===== src/rtl/positround_3_raw_pkg.sv =====
// Shared posit<32,2> definitions: raw adder-sum payload layout and special encodings.
package posit_defines;

  localparam int unsigned ABITS                          = 30;
  localparam int unsigned POSIT_N                        = 32;
  localparam int unsigned SCALE_W                        = 8;
  localparam int unsigned POSIT_SERIALIZED_WIDTH_SUM_ES2 = 1 + SCALE_W + ABITS + 2;

  // Packing window: 2 regime seed bits, 2 exponent bits, fraction, and zero pad
  // wide enough that the largest regime shift never pushes data off the end.
  localparam int unsigned PAD_W     = 32;
  localparam int unsigned PACK_W    = 2 + 2 + ABITS + PAD_W;
  localparam int unsigned MAG_W     = POSIT_N - 1;
  localparam int unsigned GUARD_IDX = PACK_W - MAG_W - 1;
  localparam int unsigned SHAMT_W   = 5;

  localparam logic signed [SCALE_W-1:0] SCALE_SAT_HI = 8'sd120;
  localparam logic signed [SCALE_W-1:0] SCALE_SAT_LO = -8'sd120;

  localparam logic [POSIT_N-1:0] POSIT_MAXPOS_32 = 32'h7FFF_FFFF;
  localparam logic [POSIT_N-1:0] POSIT_MINPOS_32 = 32'h0000_0001;
  localparam logic [POSIT_N-1:0] POSIT_NAR_32    = 32'h8000_0000;

  typedef struct packed {
    logic                      sgn;
    logic signed [SCALE_W-1:0] scale;
    logic [ABITS-1:0]          fraction;
    logic                      inf;
    logic                      zero;
  } value_sum;

endpackage


===== src/rtl/positround_3_raw_if.sv =====
// Operand/result bundle between the posit adder back end and the rounding pipeline.
interface positround_3_raw_if;
  import posit_defines::*;

  value_sum             in_sum;
  logic                 in_truncated;
  logic                 start;
  logic [POSIT_N-1:0]   result;
  logic                 done;
  logic                 inexact;

  modport master (output in_sum, in_truncated, start, input result, done, inexact);
  modport slave  (input in_sum, in_truncated, start, output result, done, inexact);

endinterface


===== src/rtl/positround_3_raw_shift_right.sv =====
// Right shift with a selectable fill bit entering from the MSB side.
module shift_right #(
  parameter int unsigned WIDTH = 66,
  parameter int unsigned SHW   = 5
) (
  input  logic [WIDTH-1:0] i_data,
  input  logic [SHW-1:0]   i_shamt,
  input  logic             i_fill,
  output logic [WIDTH-1:0] o_data
);

  logic [WIDTH-1:0] w_ones;

  assign w_ones = '1;
  assign o_data = (i_data >> i_shamt) | ({WIDTH{i_fill}} & ~(w_ones >> i_shamt));

endmodule


===== src/rtl/positround_3_raw.sv =====
// Three-stage posit<32,2> encoder: regime/exponent/fraction packing, RNE rounding,
// sign application. Fixed latency of three cycles, one operand per cycle, no stall.
module positround_3_raw
  import posit_defines::*;
(
  input  logic                     clk,
  input  logic                     rst,
  positround_3_raw_if.slave        bus
);

  // Stage 1 decode of the incoming sum
  logic signed [SCALE_W-1:0] w_scale;
  logic signed [5:0]         w_k;
  logic                      w_sathi;
  logic                      w_satlo;

  assign w_scale = $signed(bus.in_sum.scale);
  assign w_k     = 6'(w_scale >>> 2);
  assign w_sathi = (w_scale >= SCALE_SAT_HI);
  assign w_satlo = (w_scale <= SCALE_SAT_LO);

  logic              r_v1, r_sgn1, r_inf1, r_zero1, r_sathi1, r_satlo1, r_trunc1;
  logic signed [5:0] r_k1;
  logic [1:0]        r_e1;
  logic [ABITS-1:0]  r_frac1;

  always_ff @(posedge clk or posedge rst) begin
    if (rst) begin
      r_v1     <= 1'b0;
      r_sgn1   <= 1'b0;
      r_inf1   <= 1'b0;
      r_zero1  <= 1'b0;
      r_sathi1 <= 1'b0;
      r_satlo1 <= 1'b0;
      r_trunc1 <= 1'b0;
      r_k1     <= '0;
      r_e1     <= '0;
      r_frac1  <= '0;
    end else begin
      // Written as an if so an unknown start falls through as "no operand"
      r_v1 <= 1'b0;
      if (bus.start) r_v1 <= 1'b1;
      r_sgn1   <= bus.in_sum.sgn;
      r_inf1   <= bus.in_sum.inf;
      r_zero1  <= bus.in_sum.zero;
      r_sathi1 <= w_sathi;
      r_satlo1 <= w_satlo;
      r_trunc1 <= bus.in_truncated;
      r_k1     <= w_k;
      r_e1     <= bus.in_sum.scale[1:0];
      r_frac1  <= bus.in_sum.fraction;
    end
  end

  // Stage 2: seed 10 (k>=0, fill ones) or 01 (k<0, fill zeros), shift by k or -k-1
  logic                 w_neg;
  logic [SHAMT_W-1:0]   w_shamt;
  logic [PACK_W-1:0]    w_pack_in;
  logic [PACK_W-1:0]    w_pack;
  logic [MAG_W-1:0]     w_mag;
  logic                 w_guard, w_sticky, w_rup;
  logic [MAG_W:0]       w_sum;
  logic [MAG_W-1:0]     w_round;

  assign w_neg     = r_k1[5];
  assign w_shamt   = w_neg ? SHAMT_W'(~r_k1) : SHAMT_W'(r_k1);
  assign w_pack_in = {(w_neg ? 2'b01 : 2'b10), r_e1, r_frac1, {PAD_W{1'b0}}};

  shift_right #(.WIDTH(PACK_W), .SHW(SHAMT_W)) u_shift (
    .i_data  (w_pack_in),
    .i_shamt (w_shamt),
    .i_fill  (~w_neg),
    .o_data  (w_pack)
  );

  assign w_mag    = w_pack[PACK_W-1 -: MAG_W];
  assign w_guard  = w_pack[GUARD_IDX];
  assign w_sticky = (|w_pack[GUARD_IDX-1:0]) | r_trunc1;
  assign w_rup    = w_guard & (w_sticky | w_mag[0]);
  assign w_sum    = {1'b0, w_mag} + (MAG_W+1)'(w_rup);

  // Rounding may neither overflow past maxpos nor collapse to zero
  always_comb begin
    w_round = w_sum[MAG_W-1:0];
    if (w_sum[MAG_W])               w_round = POSIT_MAXPOS_32[MAG_W-1:0];
    else if (w_sum[MAG_W-1:0] == '0) w_round = POSIT_MINPOS_32[MAG_W-1:0];
  end

  logic             r_v2, r_sgn2, r_inx2, r_inf2, r_zero2, r_sathi2, r_satlo2;
  logic [MAG_W-1:0] r_mag2;

  always_ff @(posedge clk or posedge rst) begin
    if (rst) begin
      r_v2     <= 1'b0;
      r_sgn2   <= 1'b0;
      r_inx2   <= 1'b0;
      r_inf2   <= 1'b0;
      r_zero2  <= 1'b0;
      r_sathi2 <= 1'b0;
      r_satlo2 <= 1'b0;
      r_mag2   <= '0;
    end else begin
      r_v2     <= r_v1;
      r_sgn2   <= r_sgn1;
      r_inx2   <= w_guard | w_sticky;
      r_inf2   <= r_inf1;
      r_zero2  <= r_zero1;
      r_sathi2 <= r_sathi1;
      r_satlo2 <= r_satlo1;
      r_mag2   <= w_round;
    end
  end

  // Stage 3: special-case priority, then sign application
  logic [POSIT_N-1:0] w_abs, w_out;
  logic               w_inx;

  always_comb begin
    w_abs = {1'b0, r_mag2};
    w_inx = r_inx2;
    if (r_sathi2) begin
      w_abs = POSIT_MAXPOS_32;
      w_inx = 1'b1;
    end else if (r_satlo2) begin
      w_abs = POSIT_MINPOS_32;
      w_inx = 1'b1;
    end
    w_out = r_sgn2 ? (~w_abs + POSIT_N'(1)) : w_abs;
    if (r_inf2) begin
      w_out = POSIT_NAR_32;
      w_inx = 1'b0;
    end else if (r_zero2) begin
      w_out = '0;
      w_inx = 1'b0;
    end
  end

  logic               r_done, r_inexact;
  logic [POSIT_N-1:0] r_result;

  always_ff @(posedge clk or posedge rst) begin
    if (rst) begin
      r_done    <= 1'b0;
      r_inexact <= 1'b0;
      r_result  <= '0;
    end else begin
      r_done <= r_v2;
      if (r_v2) begin
        r_result  <= w_out;
        r_inexact <= w_inx;
      end
    end
  end

  assign bus.done    = r_done;
  assign bus.result  = r_result;
  assign bus.inexact = r_inexact;

endmodule


===== src/flat_wrapper.sv =====
// flat-port wrapper written by rule: the top's interface ports become plain ports
module positround_3_raw_flat import posit_defines::*;
  (clk, rst, bus_in_sum, bus_in_truncated, bus_start, bus_result, bus_done, bus_inexact);
  positround_3_raw_if bus_i ();
  input  logic clk;
  input  logic rst;
  input wire logic [$bits(bus_i.in_sum)-1:0] bus_in_sum;
  input wire logic [$bits(bus_i.in_truncated)-1:0] bus_in_truncated;
  input wire logic [$bits(bus_i.start)-1:0] bus_start;
  output wire logic [$bits(bus_i.result)-1:0] bus_result;
  output wire logic [$bits(bus_i.done)-1:0] bus_done;
  output wire logic [$bits(bus_i.inexact)-1:0] bus_inexact;
  assign bus_i.in_sum = bus_in_sum;
  assign bus_i.in_truncated = bus_in_truncated;
  assign bus_i.start = bus_start;
  assign bus_result = bus_i.result;
  assign bus_done = bus_i.done;
  assign bus_inexact = bus_i.inexact;
  positround_3_raw u_core (.clk(clk), .rst(rst), .bus(bus_i));
endmodule

===== config.mk =====
export PLATFORM = sky130hd
export DESIGN_NAME = positround_3_raw_flat
export DESIGN_NICKNAME = d
export VERILOG_FILES = /design/src/rtl/positround_3_raw_pkg.sv /design/src/rtl/positround_3_raw_if.sv /design/src/rtl/positround_3_raw_shift_right.sv /design/src/rtl/positround_3_raw.sv /design/src/flat_wrapper.sv
export SDC_FILE = /design/constraint.sdc
export NUM_CORES = 1
export LEC_CHECK = 0
export ABC_AREA = 1
export CAP_MARGIN = 20
export CORE_ASPECT_RATIO = 1.2
export CORE_MARGIN = 5
export CORE_UTILIZATION = 55
export CTS_BUF_LIST = sky130_fd_sc_hd__clkbuf_4
export CTS_CLUSTER_SIZE = 16
export DETAILED_ROUTE_END_ITERATION = 10
export PLACE_DENSITY = 0.77
export SLEW_MARGIN = 25
export SYNTH_ARGS = -nofsm -noshare
export SYNTH_HDL_FRONTEND = slang
export SYNTH_SLANG_ARGS = --single-unit

===== constraint.sdc =====
create_clock -name clk -period 8.59 [get_ports clk]
set_input_delay 2.577 -clock clk [delete_from_list [all_inputs] [get_ports clk]]
set_output_delay 2.577 -clock clk [all_outputs]
set_load 0.05 [all_outputs]

==> results.txt <==
----------------------------------------------------
[STA]
  Final setup vio count ... 0
  Transition at the pin with the smallest max-transition slack ... slightly above 900 ps
  Post-layout minimum cycle time ... ~4600 ps
  Final cycle utilization of the critical path ... 0.540
  Total Neg Setup Slack ... 0 ps
  Max Transition Viols Final ... 0
  Fmax ... between 200 and 250 MHz
  Unrepaired setup endpoints after global routing ... no
  Final count of hold timing violations ... 0
  Setup clock skew after layout ... between 20 and 25 ps
  Slew margin rel. ... 0.382

[Clocking]
  Clk slew on worst S/H paths ... 120 ps
  CTS root buffer ... clkbuf_4
  CTS tree ... yes
  Number of sinks on the clock net ... approximately 120
  Clock insertion delay at the later pin of the skew report ... 570 ps
  Number of buffers created by CTS ... 17
  Cts hold-fix bufs ... 0
  Buffers inserted by post-CTS timing repair ... 0
  Post-cts repair resize count ... 0
  H-Tree Depth ... 4
  Bufs on Longest Clock Path ... 2

[GRT]
  GRT overflow ... 0
  Largest net degree at the start of global routing ... 83
  Via count of the first global-routing pass ... 8079
  Global-route usage over all layers ... 0.249
  Number of antenna violations at the first check in global routing ... 1
  Global-route wire length before repair ... 37800 um

[Critical path]
  Endpoint of the worst register-to-register path ... u_core.r_mag2[0]
  Worst R2R Start ... u_core.r_k1[5]
  Element type at the critical path start ... flip-flop
  Path type of the worst setup path ... flip-flop to flip-flop
  Setup slack on the worst flop-to-flop path ... between 3000 and 4000 ps
  Endpoint required time on the critical path ... around 9100 ps
  Cell with the biggest individual delay on the critical path ... dfrtp_1
  Maximum fanout along the worst path ... 63
  Highest cell delay on the worst timing path ... just over 600 ps
  Most used cell along the critical path ... nand2_1
  Worst setup EP type ... flip-flop
  R2R depth ... 26
  CP Data Arrival Time ... between 5000 and 6000 ps

[Floorplanning]
  Starting utilization of the core area ... 0.558
  Vert. Die Dim ... 147 um
  Number of cell rows ... 50
  Placeable core region ... between 0.015 and 0.02 mm^2
  Total I/O pin count ... between 70 and 80
  Die extent in x ... about 120 um
  DIE AREA ... 0.0183 mm^2

[Routing]
  DRC violation total after the first TritonRoute iteration ... around 860
  Wire length per cell ... 14.0 um
  Via density ... roughly 5.4
  Vias post-DR ... a little under 9000
  Total iterations of the first detailed-routing run ... 6
  Routed Wire Length ... 22800 um
  DRC violation count after routing ... 0
  Remaining antenna violation count after routing ... 0

[Logic synthesis]
  Avg Synthesized Cell Area ... about 6.4 um^2
  Cell accounting for the most synthesized area ... dfrtp_1
  Post-synthesis instance area ... 0.00865 mm^2
  Sequential-to-total area share from yosys stat ... 0.338
  Fraction of synthesized cell area taken by the top area cell type ... 0.338
  Number of flip-flops and latches in the synthesized netlist ... around 120
  Total of warnings raised by yosys ... 0
  Top cells by area in the synthesized netlist ... dfrtp_1, nand2_1, nand3_1
  Syn_nets ... roughly 1400
  Number of instances in the synthesized netlist ... around 1400
  Number of library cell types mapped by synthesis ... 42

[Placed design]
  Dpl cell area ... 0.00939 mm^2
  Detailed-placement wirelength estimate ... between 15000 and 20000 um
  Final weighted congestion in routability-driven placement ... approximately 0.95
  Number of port buffers ... between 70 and 80

[Run]
  Max-capacitance violation count ... 0

[Hold path]
  Cells on Worst Hold Path ... 0
  Worst min-delay path category ... flip-flop to flip-flop
  Capture endpoint of the worst hold path ... u_core.r_satlo2
  Startpoint of the lowest-slack hold path ... u_core.r_satlo1

[Cells and area]
  Post-synthesis to final-layout area growth ... 11.8%
  Fraction of final layout cells sized beyond drive strength 1 ... 0.0762
  Post-layout utilization of the core ... 0.624
  Post-layout net count ... approximately 1500
  Post-route cell area ... just under 0.01 mm^2

[Power and ir drop]
  PwrDens ... around 170 mW/mm^2
  Leakage component of the power ... 4.98 nW
  Maximum vdd ir drop ... between 80 and 90 uV

[Outcome]
  Result of the run ... complete, no violations

----------------------------------------------------
-- through the flow --
step	setup slack, ps	cells	hold WS [ps]	total power, W
after floorplan	2910	1361	331	0.00109
after global placement	4120	1594	333	0.00123
after detailed placement	4000	1594	340	0.00123
after CTS	3990	1626	357	0.00164
after global routing	3420	1627	371	0.00175
final	3950	1627	360	0.00163
-- synthesized netlist by cell type, drive strengths merged --
cell type	count
a21oi	43
a221oi	1
a31oi	1
a32o	15
buf	44
clkbuf	15
clkinv	1
dfrtp	117
ha	3
inv	150
nand2	520
nand3	212
nand3b	7
nand4	10
nor2	125
nor3	12
o211ai	6
o21a	1
o21ai	61
o21bai	2
o22ai	2
o31ai	2
or2	3
or3	1
xor2	7
-- layer usage --
| metal | vias up | GRT usage | wire (um) |
|---|---|---|---|
| met5 | - | 0 | 0 |
| met4 | 0 | 0.0872 | 681 |
| met3 | 51 | 0.0484 | 1150 |
| met2 | 297 | 0.454 | 11600 |
| met1 | 3990 | 0.291 | 9360 |
| li1 | 4433 | - | - |
-- power by group --
group | switching [W] | total (W) | internal, W
Sequential | 0.0000216 | 0.000623 | 0.000601
Combinational | 0.000413 | 0.000606 | 0.000193
Clock | 0.000231 | 0.000405 | 0.000174
Total | 0.000666 | 0.00163 | 0.000968
-- state kept, by name (all words and copies together) (netlist names), 2 cells and up --
register / cells
u_core.r_e1: 2
u_core.bus.result: 32
u_core.r_mag2: 31
u_core.r_k1: 6
u_core.r_frac1: 30
-- placed cells by master, fill, tap and decap left out, types with 12 or more instances in the layout --
master,count
o21ai_1,15
a21oi_1,42
inv_1,130
dfrtp_1,117
nand2_1,506
clkbuf_4,17
a32o_1,15
clkdlybuf4s50_1,78
o21ai_0,46
nor2_1,101
nand3_1,206
inv_2,16
nor2_2,12
-- critical path: cells and delay by family (launching register included) --
| family | cells | cell delay (ps) |
|---|---|---|
| simple gates | 20 | 2290 |
| buf+inv | 4 | 1130 |
| flops | 1 | 620 |
| fa+ha+maj | 2 | 510 |
-- worst max path at each step --
stage	from	endpoint	slack [ps]	cells past startpoint
finish	u_core.r_k1[5]	u_core.r_mag2[0]	3950	26
global route	u_core.r_k1[5]	u_core.r_mag2[3]	3420	21
floorplan	rst	u_core.bus.done	2910	1
CTS	u_core.r_k1[5]	u_core.r_mag2[0]	3990	26
global placement	u_core.r_k1[5]	u_core.r_mag2[0]	4120	21
detailed placement	u_core.r_k1[5]	u_core.r_mag2[0]	4000	26
-- cells by family after synthesis --
| kind of cell | count (synthesis) | share of synthesized area |
|---|---|---|
| simple gates | 890 | 0.452 |
| compound gates | 134 | 0.0907 |
| buf+inv | 210 | 0.107 |
| fa+ha+maj | 3 | 0.00434 |
| flops | 117 | 0.338 |
| xor+xnor | 7 | 0.00796 |
-- layout make-up --
type                       instances  area, um^2
inverter                         151         577
multi-input combinational       1034        4800
clock inverter                    15         154
fill                            1551        5840
antenna                            1        2.50
timing repair buffer              84         830
clock buffer                      17         128
sequential                       117        2930
tap                              208         260
No activity file was read; power rests on OpenSTA's default activity.
